--- config.mk ---
export PLATFORM = sky130hd
export DESIGN_NAME = instr_issue_queue_flat
export DESIGN_NICKNAME = d
export VERILOG_FILES = /design/src/rtl/instr_issue_queue_if.sv /design/src/rtl/instr_issue_queue.sv /design/src/flat_wrapper.sv
export SDC_FILE = /design/constraint.sdc
export NUM_CORES = 1
export LEC_CHECK = 0
export CORE_MARGIN = 1.5
export CORE_UTILIZATION = 58
export CTS_BUF_LIST = sky130_fd_sc_hd__clkbuf_8
export CTS_CLUSTER_DIAMETER = 50
export DETAILED_ROUTE_END_ITERATION = 7
export GPL_TIMING_DRIVEN = 0
export PLACE_DENSITY = 0.82
export SYNTH_ARGS = -nofsm -noshare
export SYNTH_HDL_FRONTEND = slang
export SYNTH_SLANG_ARGS = --single-unit
--- constraint.sdc ---
create_clock -name clk_in -period 4.16 [get_ports clk_in]
set_input_delay 0.832 -clock clk_in [delete_from_list [all_inputs] [get_ports clk_in]]
set_output_delay 0.832 -clock clk_in [all_outputs]
set_load 0.005 [all_outputs]
--- src/rtl/instr_issue_queue_if.sv ---
// Push/issue bundle for instr_issue_queue.
// Push side: instr/reg snapshots, valid, ready, flush. Issue side: idle, strobe, data, count, overflow.
interface instr_issue_queue_if #(
  parameter int INSTRUCTION_WIDTH = 32,
  parameter int PRIVATE_REG_WIDTH = 16,
  parameter int DEPTH             = 4
);
  logic [0:INSTRUCTION_WIDTH-1] instr_in;
  logic [PRIVATE_REG_WIDTH-1:0] reg_a_in;
  logic [PRIVATE_REG_WIDTH-1:0] reg_b_in;
  logic [PRIVATE_REG_WIDTH-1:0] reg_c_in;
  logic                         instr_valid_in;
  logic                         ready_out;
  logic                         flush_in;
  logic                         memory_idle_in;
  logic [0:INSTRUCTION_WIDTH-1] instr_out;
  logic [PRIVATE_REG_WIDTH-1:0] reg_a_out;
  logic [PRIVATE_REG_WIDTH-1:0] reg_b_out;
  logic [PRIVATE_REG_WIDTH-1:0] reg_c_out;
  logic                         instr_valid_out;
  logic [$clog2(DEPTH):0]       count_out;
  logic                         overflow_out;

  modport slave (
    input  instr_in, reg_a_in, reg_b_in, reg_c_in,
    input  instr_valid_in, flush_in, memory_idle_in,
    output ready_out, instr_out, reg_a_out, reg_b_out,
    output reg_c_out, instr_valid_out, count_out,
    output overflow_out
  );

  modport master (
    output instr_in, reg_a_in, reg_b_in, reg_c_in,
    output instr_valid_in, flush_in, memory_idle_in,
    input  ready_out, instr_out, reg_a_out, reg_b_out,
    input  reg_c_out, instr_valid_out, count_out,
    input  overflow_out
  );
endinterface

--- src/rtl/instr_issue_queue.sv ---
// Buffered issue stage: FIFO of {instr, reg a/b/c}, one issue per idle window.
// Ports: clk_in, rst_in (sync, active-high), q (slave bundle: push side + issue side).
module instr_issue_queue #(
  parameter int INSTRUCTION_WIDTH = 32,
  parameter int PRIVATE_REG_WIDTH = 16,
  parameter int DEPTH             = 4,
  parameter int ISSUE_GAP         = 2
) (
  input logic                   clk_in,
  input logic                   rst_in,
  instr_issue_queue_if.slave    q
);
  localparam int IW = INSTRUCTION_WIDTH;
  localparam int RW = PRIVATE_REG_WIDTH;
  localparam int PW = $clog2(DEPTH);
  localparam int CW = PW + 1;
  localparam int GW = (ISSUE_GAP > 1) ? $clog2(ISSUE_GAP) : 1;

  typedef enum logic [1:0] {
    S_WAIT,
    S_ISSUE,
    S_GAP
  } state_t;

  logic [0:IW-1] mem_i [DEPTH];
  logic [RW-1:0] mem_a [DEPTH];
  logic [RW-1:0] mem_b [DEPTH];
  logic [RW-1:0] mem_c [DEPTH];

  state_t        st_q, st_d;
  logic [PW-1:0] wr_q, wr_d, rd_q, rd_d;
  logic [CW-1:0] cnt_q, cnt_d;
  logic [GW-1:0] gap_q, gap_d;
  logic          vld_q, vld_d;
  logic          ovf_q, ovf_d;
  logic [0:IW-1] ins_q, ins_d;
  logic [RW-1:0] a_q, a_d, b_q, b_d, c_q, c_d;
  logic          full, push, pop;

  assign full = (cnt_q == CW'(DEPTH));

  always_comb begin
    st_d  = st_q;
    wr_d  = wr_q;
    rd_d  = rd_q;
    cnt_d = cnt_q;
    gap_d = gap_q;
    vld_d = vld_q;
    ovf_d = ovf_q;
    ins_d = ins_q;
    a_d   = a_q;
    b_d   = b_q;
    c_d   = c_q;
    push  = 1'b0;
    pop   = 1'b0;
    if (q.flush_in) begin
      // Flush drops any concurrent push silently; data regs hold.
      st_d  = S_WAIT;
      wr_d  = '0;
      rd_d  = '0;
      cnt_d = '0;
      vld_d = 1'b0;
    end else begin
      // Full refuses even when a pop happens this same edge.
      push = q.instr_valid_in && !full;
      if (q.instr_valid_in && full) ovf_d = 1'b1;
      unique case (st_q)
        S_WAIT: begin
          if (cnt_q != '0 && q.memory_idle_in) begin
            pop   = 1'b1;
            vld_d = 1'b1;
            ins_d = mem_i[rd_q];
            a_d   = mem_a[rd_q];
            b_d   = mem_b[rd_q];
            c_d   = mem_c[rd_q];
            st_d  = S_ISSUE;
          end
        end
        S_ISSUE: begin
          vld_d = 1'b0;
          gap_d = GW'(ISSUE_GAP - 1);
          st_d  = S_GAP;
        end
        S_GAP: begin
          if (gap_q == '0) st_d = S_WAIT;
          else gap_d = gap_q - GW'(1);
        end
        default: st_d = S_WAIT;
      endcase
      if (push) wr_d = wr_q + PW'(1);
      if (pop)  rd_d = rd_q + PW'(1);
      if (push && !pop) cnt_d = cnt_q + CW'(1);
      if (pop && !push) cnt_d = cnt_q - CW'(1);
    end
  end

  always_ff @(posedge clk_in) begin
    if (rst_in) begin
      st_q  <= S_WAIT;
      wr_q  <= '0;
      rd_q  <= '0;
      cnt_q <= '0;
      gap_q <= '0;
      vld_q <= 1'b0;
      ovf_q <= 1'b0;
      ins_q <= '0;
      a_q   <= '0;
      b_q   <= '0;
      c_q   <= '0;
    end else begin
      st_q  <= st_d;
      wr_q  <= wr_d;
      rd_q  <= rd_d;
      cnt_q <= cnt_d;
      gap_q <= gap_d;
      vld_q <= vld_d;
      ovf_q <= ovf_d;
      ins_q <= ins_d;
      a_q   <= a_d;
      b_q   <= b_d;
      c_q   <= c_d;
    end
  end

  always_ff @(posedge clk_in) begin
    if (!rst_in && push) begin
      mem_i[wr_q] <= q.instr_in;
      mem_a[wr_q] <= q.reg_a_in;
      mem_b[wr_q] <= q.reg_b_in;
      mem_c[wr_q] <= q.reg_c_in;
    end
  end

  assign q.ready_out       = !full;
  assign q.count_out       = cnt_q;
  assign q.instr_valid_out = vld_q;
  assign q.overflow_out    = ovf_q;
  assign q.instr_out       = ins_q;
  assign q.reg_a_out       = a_q;
  assign q.reg_b_out       = b_q;
  assign q.reg_c_out       = c_q;
endmodule

--- src/flat_wrapper.sv ---
// flat-port wrapper written by rule: the top's interface ports become plain ports
module instr_issue_queue_flat 
#(
  parameter int INSTRUCTION_WIDTH = 32,
  parameter int PRIVATE_REG_WIDTH = 16,
  parameter int DEPTH             = 4,
  parameter int ISSUE_GAP         = 2
)
  (clk_in, rst_in, q_instr_in, q_reg_a_in, q_reg_b_in, q_reg_c_in, q_instr_valid_in, q_flush_in, q_memory_idle_in, q_ready_out, q_instr_out, q_reg_a_out, q_reg_b_out, q_reg_c_out, q_instr_valid_out, q_count_out, q_overflow_out);
  instr_issue_queue_if #(.INSTRUCTION_WIDTH(INSTRUCTION_WIDTH), .PRIVATE_REG_WIDTH(PRIVATE_REG_WIDTH), .DEPTH(DEPTH)) q_i ();
  input logic clk_in;
  input logic rst_in;
  input wire logic [$bits(q_i.instr_in)-1:0] q_instr_in;
  input wire logic [$bits(q_i.reg_a_in)-1:0] q_reg_a_in;
  input wire logic [$bits(q_i.reg_b_in)-1:0] q_reg_b_in;
  input wire logic [$bits(q_i.reg_c_in)-1:0] q_reg_c_in;
  input wire logic [$bits(q_i.instr_valid_in)-1:0] q_instr_valid_in;
  input wire logic [$bits(q_i.flush_in)-1:0] q_flush_in;
  input wire logic [$bits(q_i.memory_idle_in)-1:0] q_memory_idle_in;
  output wire logic [$bits(q_i.ready_out)-1:0] q_ready_out;
  output wire logic [$bits(q_i.instr_out)-1:0] q_instr_out;
  output wire logic [$bits(q_i.reg_a_out)-1:0] q_reg_a_out;
  output wire logic [$bits(q_i.reg_b_out)-1:0] q_reg_b_out;
  output wire logic [$bits(q_i.reg_c_out)-1:0] q_reg_c_out;
  output wire logic [$bits(q_i.instr_valid_out)-1:0] q_instr_valid_out;
  output wire logic [$bits(q_i.count_out)-1:0] q_count_out;
  output wire logic [$bits(q_i.overflow_out)-1:0] q_overflow_out;
  assign q_i.instr_in = q_instr_in;
  assign q_i.reg_a_in = q_reg_a_in;
  assign q_i.reg_b_in = q_reg_b_in;
  assign q_i.reg_c_in = q_reg_c_in;
  assign q_i.instr_valid_in = q_instr_valid_in;
  assign q_i.flush_in = q_flush_in;
  assign q_i.memory_idle_in = q_memory_idle_in;
  assign q_ready_out = q_i.ready_out;
  assign q_instr_out = q_i.instr_out;
  assign q_reg_a_out = q_i.reg_a_out;
  assign q_reg_b_out = q_i.reg_b_out;
  assign q_reg_c_out = q_i.reg_c_out;
  assign q_instr_valid_out = q_i.instr_valid_out;
  assign q_count_out = q_i.count_out;
  assign q_overflow_out = q_i.overflow_out;
  instr_issue_queue #(.INSTRUCTION_WIDTH(INSTRUCTION_WIDTH), .PRIVATE_REG_WIDTH(PRIVATE_REG_WIDTH), .DEPTH(DEPTH), .ISSUE_GAP(ISSUE_GAP)) u_core (.clk_in(clk_in), .rst_in(rst_in), .q(q_i));
endmodule
# Word level (Yosys, flattened, before mapping)
# Memories as Yosys holds them, arrays and structs flattened. A register that Yosys moved wholly into a read port is not among the register bits.
# Index checks and enable logic that the tools add are counted.
dict set report totals {
  ff_bits 12
  mem_bits_rw 320
  in_bits 85
  output_inout_bits 86
  wordCells 58
  mem_count 4
}
# name words width rd rd_ports_with_merged_regs write_ports line_no
set memory_table {}
lappend memory_table {u_core.mem_i 4 32 1 1 1 instr_issue_queue.sv:25} ;# logic [0:IW-1] mem_i [DEPTH];
lappend memory_table {u_core.mem_a 4 16 1 1 1 instr_issue_queue.sv:26} ;# logic [RW-1:0] mem_a [DEPTH];
lappend memory_table {u_core.mem_b 4 16 1 1 1 instr_issue_queue.sv:27} ;# logic [RW-1:0] mem_b [DEPTH];
lappend memory_table {u_core.mem_c 4 16 1 1 1 instr_issue_queue.sv:28} ;# logic [RW-1:0] mem_c [DEPTH];
dict set report op_classes {
  addsub 5
  n_eq_ne 5
  mux 15
  n_bitwise 1
  reduce_logical 21
}
# operator n
set ops {}
lappend ops {{$mux 1} 8}
lappend ops {{$reduce_and 2->1} 4}
lappend ops {{$logic_and 1x1->1} 6}
lappend ops {{$mux 3} 2}
lappend ops {{$pmux 2 s3} 1}
lappend ops {{$reduce_bool 2->1} 3}
lappend ops {{$add 2x1->2 const B} 2}
lappend ops {{$logic_not 1->1} 4}
lappend ops {{$mux 2} 2}
lappend ops {{$pmux 1 s2} 2}
lappend ops {{$add 3x1->3 const B} 1}
lappend ops {{$eq 3x3->1 const B} 1}
lappend ops {{$reduce_and 3->1} 1}
lappend ops {{$reduce_bool 3->1} 1}
lappend ops {{$sub 3x1->3 const B} 1}
lappend ops {{$eq 2x1->1 const B} 1}
lappend ops {{$eq 2x2->1 const B} 1}
lappend ops {{$logic_not 2->1} 1}
lappend ops {{$ne 2x1->1 const B} 1}
lappend ops {{$ne 2x2->1 const B} 1}
lappend ops {{$reduce_or 2->1} 1}
lappend ops {{$not 1->1} 1}
lappend ops {{$sub 1x1->1 const B} 1}

# Logic depth before layout (Yosys ltp)
# Gate-level depths: netlist (run 1).
dict set report depth {
  ltp_word 9
  ltp_mapped 11
  mapped_depth_nobuf 10
}

# Least setup slack after synthesis (run 1)
# Ideal clock, no wire load.
dict set report synth_timing {
  kind {input to register}
  from {input q_flush_in}
  to {memory u_core.mem_a[0][0] (netlist name), enable pin}
  setup_ps 447
  t_arrival_ps 3111
  t_required_ps 3713
  setup_slack_ps 601
  stages 3
  path_buffers 1
  path_cell_list {clkbuf_1 nor2_1 and3_1}
}
dict set report synth_between {
  elab_chain_cells 4
}
# element line_no
set synth_rtl {}
lappend synth_rtl {{start: declaration} flat_wrapper.sv:18} ;# input wire logic [$bits(q_i.flush_in)-1:0] q_flush_in;
lappend synth_rtl {{$mux 1} instr_issue_queue.sv:56} ;# if (q.flush_in) begin
lappend synth_rtl {{$logic_and 1x1->1} instr_issue_queue.sv:126} ;# if (!rst_in && push) begin
lappend synth_rtl {{$mux 1} instr_issue_queue.sv:126}
lappend synth_rtl {{$mux 1 (not written as such)} instr_issue_queue.sv:128} ;# mem_a[wr_q] <= q.reg_a_in;
lappend synth_rtl {{end: declaration} instr_issue_queue.sv:26}
# Every way passes these cells.

# Worst setup path after layout (run 1)
dict set report layout_timing {
  from {register u_core.cnt_q[2] (netlist: u_core.q.count_out[2])}
  to {output q_ready_out}
}
dict set report layout_between {
  elab_chain_cells 2
}
# element line_no
set layout_rtl {}
lappend layout_rtl {{start: declaration} instr_issue_queue.sv:32} ;# logic [CW-1:0] cnt_q, cnt_d;
lappend layout_rtl {{start signal: assignment} instr_issue_queue.sv:114} ;# cnt_q <= cnt_d;
lappend layout_rtl {{$eq 3x3->1} instr_issue_queue.sv:40} ;# assign full = (cnt_q == CW'(DEPTH));
lappend layout_rtl {{$logic_not 1->1} instr_issue_queue.sv:134} ;# assign q.ready_out = !full;
lappend layout_rtl {{end: declaration} flat_wrapper.sv:20} ;# output wire logic [$bits(q_i.ready_out)-1:0] q_ready_out;
# Every way passes these cells.

==> summary by stage, run 1 <==
Yosys
The distinct cell type count of the synthesized netlist is 36. The synthesized area is 15,500 sq um. The share of the Yosys chip area taken by registers is 0.740. In this run, synthesis inferred between 300 and 400 flip-flops with an integrated enable. The top flip-flop cell by instance count after synthesis is sky130_fd_sc_hd__edfxtp_1. The warning count from the yosys run is 0.

The number of instances in the synthesized netlist is just under 900. A synthesized cell averages around 18 sq um. Counting flops and latches in the post-synthesis netlist gives 412.

When the netlist entered floorplanning its net count stood at about 960. The fraction of synthesis flops using an asynchronous set or reset pin is 0.

Power and ir drop
For this design the total switching power over the nets is between 0.0015 and 0.002 W. The leakage power figure is a little over 6 nW. Across the VDD grid, the largest voltage drop is 0.266 mV. Of the total power, the clock network draws 0.386. The share of total power dissipated in combinational logic is 0.050.

The design draws between 0.007 and 0.008 W. In this run the power density over the cells is around 420 nW/um^2. The cell internal power dissipation is 0.00632 W.

The part of the power in registers is 0.564. Of the total power, the share spent switching nets is 0.209.

STA
The count of endpoints failing setup in the final report is 0. The slew at the pin closest to its max-slew limit is 799 ps. The number of failing hold endpoints at the final stage is 0. For the finished layout, the period the worst path requires is approximately 3100 ps. After routing, the total negative slack on setup checks comes to 0 ps. Timing would allow up to ~0.32 GHz. The final max-slew violation count came to 0.

Setup repair after global routing left no endpoint under its margin. Dividing the final minimum period by the clock period gives 0.752. In this run the tightest slew margin relative to its limit is 0.467. The clock tree skew after final layout is 12.0 ps.

Run
Max-cap violations in this run came to 0.

Placement
Buffers placed on the I/O ports in this run total 169. In this run the cell area measured after placement is 17,700 sq um. At the end of routability-driven placement, the weighted congestion stood at between 0.7 and 0.8. The HPWL after detailed placement is approximately 20,000 um. The total instance count after detailed placement is ~1,400.

Hold path
The min-delay analysis places its worst path in the category flop to flop. The hold-critical path endpoint is u_core.q.instr_out[24]. The critical hold path startpoint is u_core.q.instr_out[24].

The count of cells along the worst hold path is 2.

Clocking
Gates resized during post-CTS repair numbered 0. The number of sinks driven by the clock tree is just over 400. TritonCTS built the clock tree.

The CTS H-tree depth is 2. The tree is rooted in a sky130_fd_sc_hd__clkbuf_8. After clock tree synthesis, the setup repair step added 0 buffers.

The clock network latency to the later pin of the worst-skew pair is 590 ps. The clock-pin slew of the registers on the worst-case setup and hold paths is 60 ps. No sink is reached through more buffers than the 3 on the longest clock path. Buffers inserted to repair hold after CTS numbered 0.

The number of clock buffers added by TritonCTS is 61.

Status
The final reports fail on design-rule violations. The flow ran to the end, but the final reports show violations.

Floorplanning
The die is 166 um tall. The core area is 26,100 sq um. For this design the top-level I/O count stands at 171. The die footprint is roughly 28,000 sq um. For this configuration, the core starts out at a cell density of 0.593. Measured along the x axis, the die boundary spans ~170 um. The number of cell rows is slightly below 60.

GRT
Entering global routing, the biggest net connects 57 pins. The via count of the first global-routing pass came to about 9,000. The initial antenna violation count is 2. The global-route congestion overflow total is 0.

The global-route wire length before repair is 49,400 um. In the global route stage, overall resource usage came out at 0.235.

Route
The number of iterations in the first detailed-routing pass is 7. After detailed routing, the number of remaining DRC violations is 9. The number of design-rule violations left by the first detailed-router iteration is a little over 800. The via count is just under 9,000. The total wire length is 31,900 um. The average wire length per cell after detail routing is between 20 and 25 um. The detailed-route vias per instance is around 5.9. The residual antenna-violating net count after detailed routing is 0.

Cells and area
The number of fillers in the final layout is roughly 1,700. The post-route cell area is roughly 19,000 sq um. The count of cells in the finished layout, fillers not included, comes to approximately 1,500.

The area added between synthesis and finish is 22.2%. The layout cell share with drive strength beyond 1 is 0.160. For this run, the post-layout net count is 1,200. Summing all multi-input logic gate instances after layout gives around 3600 sq um. The area of all sequential standard cells is between 10,000 and 15,000 sq um.

Critical path
In this run the critical register-to-register path is captured at u_core.q.count_out[2]. The critical path in this run is classified as flop to output port. The nature of the critical path startpoint is a flop.

For the worst setup path, the data required time is 3330 ps. The maximum fanout encountered on the critical timing path is 8. The length in cells of the worst reg-to-reg path is 9.

The signal arrival time at the worst endpoint is 2300 ps. The worst setup path is captured at an output port. The worst flop-to-flop path startpoint is u_core.q.count_out[2]. The worst setup slack for register-to-register paths is ~1500 ps.
## kinds of logic after synthesis
logic type               after synthesis  share of synthesized area
flip-flops                           412                      0.740
AO/OA/AOI/OAI                        180                     0.0604
AND/OR/NAND/NOR                      109                     0.0362
adder cells (fa/ha/maj)               10                    0.00857
XOR/XNOR                               2                    0.00113
multiplexers                          80                      0.123
buffers and inverters                 76                     0.0309
## area by class of cell
class,instances,share of cell area
flip-flops and latches,412,0.605
repair buffers,173,0.0952
clock buffers,73,0.0531
well taps,335,0.0222
plain buffers,63,0.0227
diodes,2,0.000264
clock inverters,40,0.00992
multi-input cells,381,0.189
inverters,13,0.00258
## power by group through the flow
stage | sequential, W | clock [W] | combinational, W
2_1_floorplan | 0.00459 | 0 | 0.000180
3_3_place_gp | 0.00459 | 0 | 0.000382
3_5_place_dp | 0.00459 | 0 | 0.000398
4_1_cts | 0.00451 | 0.00313 | 0.000401
5_1_grt | 0.00451 | 0.00332 | 0.000431
6_report | 0.00451 | 0.00308 | 0.000401
## worst max-delay path: stages, from the launching register on
cell and delay (ps):
sky130_fd_sc_hd__dfxtp_1 500, sky130_fd_sc_hd__nor3b_1 530, sky130_fd_sc_hd__inv_1 210, sky130_fd_sc_hd__clkdlybuf4s50_1 490
## synth_stat cells (2+ instances only)
cell	instances	area [sq um]
sky130_fd_sc_hd__ha_1	9	113
sky130_fd_sc_hd__a21oi_1	89	445
sky130_fd_sc_hd__mux4_2	52	1170
sky130_fd_sc_hd__buf_4	4	30.0
sky130_fd_sc_hd__dfxtp_1	92	1840
sky130_fd_sc_hd__and3_1	4	25.0
sky130_fd_sc_hd__buf_6	21	236
sky130_fd_sc_hd__o31ai_1	3	22.5
sky130_fd_sc_hd__inv_1	12	45.0
sky130_fd_sc_hd__buf_1	8	30.0
sky130_fd_sc_hd__buf_2	15	75.1
sky130_fd_sc_hd__nor2_1	7	26.3
sky130_fd_sc_hd__clkbuf_2	2	10.0
sky130_fd_sc_hd__or3_1	2	12.5
sky130_fd_sc_hd__mux4_1	28	736
sky130_fd_sc_hd__nand2_1	3	11.3
sky130_fd_sc_hd__nand4_1	2	12.5
sky130_fd_sc_hd__edfxtp_1	320	9610
sky130_fd_sc_hd__o21ai_0	68	340
sky130_fd_sc_hd__clkbuf_1	13	48.8
sky130_fd_sc_hd__nand3_1	83	415
sky130_fd_sc_hd__nor2b_1	2	12.5
sky130_fd_sc_hd__o21ai_1	16	80.1
sky130_fd_sc_hd__xor2_1	2	17.5
## sequential cells by signal, summed over array words and instances (netlist names)
name and flops:
u_core.mem_i 128, u_core.mem_a 64, u_core.mem_b 64, u_core.mem_c 64, u_core.q.instr_out 32, u_core.q.reg_a_out 16
u_core.q.reg_b_out 16, u_core.q.reg_c_out 16, u_core.q.count_out 3, u_core.rd_q 2, u_core.st_q 2, u_core.wr_q 2
u_core.gap_q 1, u_core.q.instr_valid_out 1, u_core.q.overflow_out 1
## how the worst max path moves through the flow
stage,depth (start not counted),to,from,slack [ps]
after CTS,3,q_ready_out,u_core.q.count_out[2],1040
final,3,q_ready_out,u_core.q.count_out[2],1030
after detailed placement,10,u_core.q.count_out[2],q_memory_idle_in,940
after global placement,4,u_core.mem_i[0][21],q_instr_valid_in,-1430
after global routing,3,q_ready_out,u_core.q.count_out[2],920
after floorplan,3,u_core.mem_a[0][0],q_flush_in,600
## cells in the final DEF (no fill, tap or decap), types with 7 or more instances in the layout
cell,netlist,routed
sky130_fd_sc_hd__clkbuf_8,0,73
sky130_fd_sc_hd__inv_1,12,35
sky130_fd_sc_hd__clkbuf_1,13,13
sky130_fd_sc_hd__nor2_1,7,7
sky130_fd_sc_hd__edfxtp_1,320,320
sky130_fd_sc_hd__o21ai_0,68,68
sky130_fd_sc_hd__nand3_1,83,83
sky130_fd_sc_hd__mux4_1,28,28
sky130_fd_sc_hd__dfxtp_1,92,92
sky130_fd_sc_hd__clkinv_1,0,11
sky130_fd_sc_hd__o21ai_1,16,16
sky130_fd_sc_hd__buf_6,21,21
sky130_fd_sc_hd__buf_2,15,15
sky130_fd_sc_hd__mux4_2,52,52
sky130_fd_sc_hd__clkdlybuf4s50_1,0,169
sky130_fd_sc_hd__ha_1,9,9
sky130_fd_sc_hd__a21oi_1,89,89
sky130_fd_sc_hd__buf_1,8,8
## metal layers
| metal | routed length (um) | global-route usage | vias up | share of wire |
|---|---|---|---|---|
| li1 | - | - | 3952 | - |
| met1 | 12700 | 0.299 | 4396 | 0.40 |
| met2 | 16400 | 0.405 | 348 | 0.51 |
| met3 | 1990 | 0.0446 | 65 | 0.062 |
| met4 | 830 | 0.0877 | 0 | 0.026 |
| met5 | 0 | 0 | - | 0 |
## per-stage QoR
stage                     worst slack, ps  hold slack, ps  utilization
after floorplan                       601             461            -
after global placement              -1430             463        0.673
after detailed placement              935             465        0.678
after CTS                            1040             474        0.724
after global routing                  925             497        0.724
final                                1030             476        0.724
Note: power is estimated with default switching activity, not from simulation.
==> run 2, diff against run 1 <==
Clock period 4.16 ns to 3.1 ns, I/O delays scaled along.
==> run 2 against run 1 <==
Net effect: the flow still finishes with violations (design-rule violations); largest power group unchanged; critical endpoint unchanged; largest cell class unchanged; flip-flop and latch count unchanged; wire length fell by 1.1%; highest routed layer is now met5; final cell count is essentially flat; clock power rose by 33%.
==> summary by stage, run 2 (synthesis results as in run 1) <==
Status
The flow ran to the end, but the final reports show violations. The checks that failed: design-rule violations.

Critical path
The critical path class is flop to output port. In this design, the largest share of critical-path delay is due to buffers and inverters. The largest incremental delay on the critical path is 490 ps (-40 ps). The nature of the critical path startpoint is a flop. The worst setup path is captured at an output port. The worst setup slack for register-to-register paths is 530 ps (-990 ps). The maximum fanout encountered on the critical timing path is 8 (unchanged). The signal arrival time at the worst endpoint is 2100 ps (-200 ps). The critical path buffer and inverter count is 2 (unchanged). Walking the worst path, the cells encountered are nor3b_2 > inv_1 > clkdlybuf4s50_1. The required arrival time at the worst endpoint came to 2480 ps (-850 ps). The slowest stage of the critical path is the sky130_fd_sc_hd__dfxtp_1 cell.

Route
The detailed-route vias per instance is 5.83 (-0.65%). The number of design-rule violations left by the first detailed-router iteration is 655 (-21%). The number of iterations in the first detailed-routing pass is 8 (+1). The average wire length per cell after detail routing was 21.2 um (-1.1%).

The number of design rule violations left after detail routing is 11 (+2). The residual antenna-violating net count after detailed routing is 0 (unchanged). The via count is 8,698 (-0.72%). The total wire length was 31,600 um (-1.1%).

Cells and area
The flip-flop count of the largest register after layout came to 128 (unchanged). The layout cell share with drive strength beyond 1 is 0.162 (+0.00187). The multi-input gate area in the final layout came to 3580 sq um (+0.14%). In the layout the commonest cells are sky130_fd_sc_hd__edfxtp_1, sky130_fd_sc_hd__clkdlybuf4s50_1, sky130_fd_sc_hd__dfxtp_1.

The register with the most flip-flops in the final layout is u_core.mem_i. Relative to the synthesized area, the layout overhead comes to 22.1%. The most common cell after layout, fill and taps aside is sky130_fd_sc_hd__edfxtp_1. The post-route cell area is 18,900 sq um (-0.11%). The number of fillers in the final layout is 1,646 (-0.42%). The number of nets in the finished design is 1,199 (-0.083%). The area of all sequential standard cells came to 11,500 sq um (unchanged).

Power and ir drop
The net load switching power is 0.00224 W (+34%). The proportion of power drawn by combinational gates is 0.050 (about the same). The power per standard cell area is 565 nW/um^2 (+34%). The total power came to 0.0107 W (+34%). The cell internal power dissipation came to 0.00843 W (+33%). The share of total power in the clock network came to 0.383 (-0.003). The leakage power figure is 6.12 nW (+0.53%). The maximum vdd ir drop came to 0.362 mV (+36%).

The part of the power in registers is 0.567 (+0.003). The fraction of power spent switching nets is 0.210 (+0.000857).

Placement
The HPWL after detailed placement was 19,400 um (-2.0%). The global placer's final weighted congestion was 0.802 (+2.1%). The placed cell area is 17,700 sq um (unchanged).

The number of buffers added on ports came to 169 (unchanged).

Clocking
The buffer depth of the longest clock path is 3 (unchanged). The clock network latency to the later pin of the worst-skew pair was 580 ps (about the same). The post-CTS repair timing setup buffer count is 0 (unchanged). The number of sinks driven by the clock tree was 412 (unchanged).

The number of buffers inserted by hold repair at cts is 0 (unchanged). TritonCTS built the clock tree. The clock root buffer is sky130_fd_sc_hd__clkbuf_8.

The CTS H-tree depth came to 2 (unchanged). The clock-pin slew of the registers on the worst-case setup and hold paths came to 70 ps (about the same). The clock buffer count from CTS is 60 (-1.6%).

GRT
The global-route wire length before repair is 48,600 um (-1.5%). The overall track demand over capacity in global routing came to 0.231 (-0.00356). The pin count of the biggest net entering global routing is 45 (-21%). The initial antenna violation count is 4 (+2). The global-route congestion overflow total came to 0 (unchanged). The via count of the first global-routing pass is 8,965 (-0.85%).

STA
The final hold slack is 474 ps (-1.71 ps). The number of failing hold endpoints at the final stage is 0 (unchanged). The clock tree skew after final layout is 14.1 ps (+2.12 ps). After layout, the minimum clock period comes to approximately 2700 ps. The count of endpoints failing setup in the final report was 0 (unchanged).

The final max-slew violation count came to 0 (unchanged). Static timing analysis puts the maximum clock frequency at 0.367 GHz. The max-slew headroom at the worst pin came to 0.455 (-0.0124). The slew at the pin closest to its max-slew limit is 818 ps (+18.6 ps). Setup repair after global routing left no endpoint under its margin. The post-route fraction of the period consumed by the critical path is 0.878.

Floorplanning
The die footprint is 27,700 sq um (unchanged). The die extent in x is 166 um (unchanged). The number of cell rows is 59 (unchanged). The core area is 26,100 sq um (unchanged). The initial cell density of the core is 0.593 (unchanged). The number of top-level pins is 171 (unchanged). The die outline height came to 166 um (unchanged).

Run
The number of maximum-capacitance violations is 0 (unchanged).

Hold path
The class of the tightest hold or removal check is input port to flop.
## run 2: cell types whose count changed in the layout (fill, tap and decap cells not counted), sizes merged
| cell | previous run | this run |
|---|---|---|
| clkbuf | 88 | 86 |
| inv | 36 | 43 |
| clkinv | 14 | 10 |
| clkinvlp | 2 | 0 |
## run 2: power by group through the flow
stage,logic [W],registers (W),clock network (W)
after floorplan,0.000241,0.00616,0
after global placement,0.000511,0.00616,0
after detailed placement,0.000534,0.00616,0
after CTS,0.000536,0.00605,0.00415
after global routing,0.000577,0.00605,0.00440
final,0.000535,0.00605,0.00409
## run 2: layer usage
layer,vias up,wire length [um],global-route usage
met2,310,16200,0.398
met5,-,13,0
met4,2,682,0.0771
li1,3963,-,-
met1,4362,12500,0.295
met3,61,2140,0.0493
## run 2: final cells by class
cell class,count,area share
Buffer,63,0.0228
Tap cell,335,0.0222
Inverter,13,0.00258
Multi-Input combinational cell,381,0.189
Antenna cell,2,0.000265
Clock buffer,71,0.0517
Clock inverter,41,0.0101
Sequential cell,412,0.606
Timing Repair Buffer,173,0.0953
## run 2: through the flow
step	setup TNS (ps)	std cells	setup WS [ps]	utilization
3_5_place_dp	0	1377	87.4	0.678
3_3_place_gp	-187610	1373	-644	0.673
4_1_cts	0	1489	174	0.723
2_1_floorplan	0	869	651	-
5_1_grt	0	1491	255	0.723
6_report	0	1491	379	0.723
## run 2: worst paths after layout
| path | start | endpoint | cells past startpoint |
|---|---|---|---|
| setup / recovery | u_core.q.count_out[2] | q_ready_out | 3 |
| hold / removal | q_flush_in | u_core.q.reg_c_out[4] | 3 |
| setup reg to reg | u_core.st_q[0] | u_core.q.count_out[2] | 11 |
| hold reg to reg | u_core.q.instr_out[5] | u_core.q.instr_out[5] | 2 |
## run 2: what timing repair did
action,in CTS,in global routing
hold endpoints to repair,0,0
gates resized for setup,0,1
setup endpoints to repair,0,1
## run 2: tightest hold or removal path, delay by kind of cell
family	cells	cell delay (ps)
AOI/OAI and AO/OA	2	220
buffers and inverters	1	150
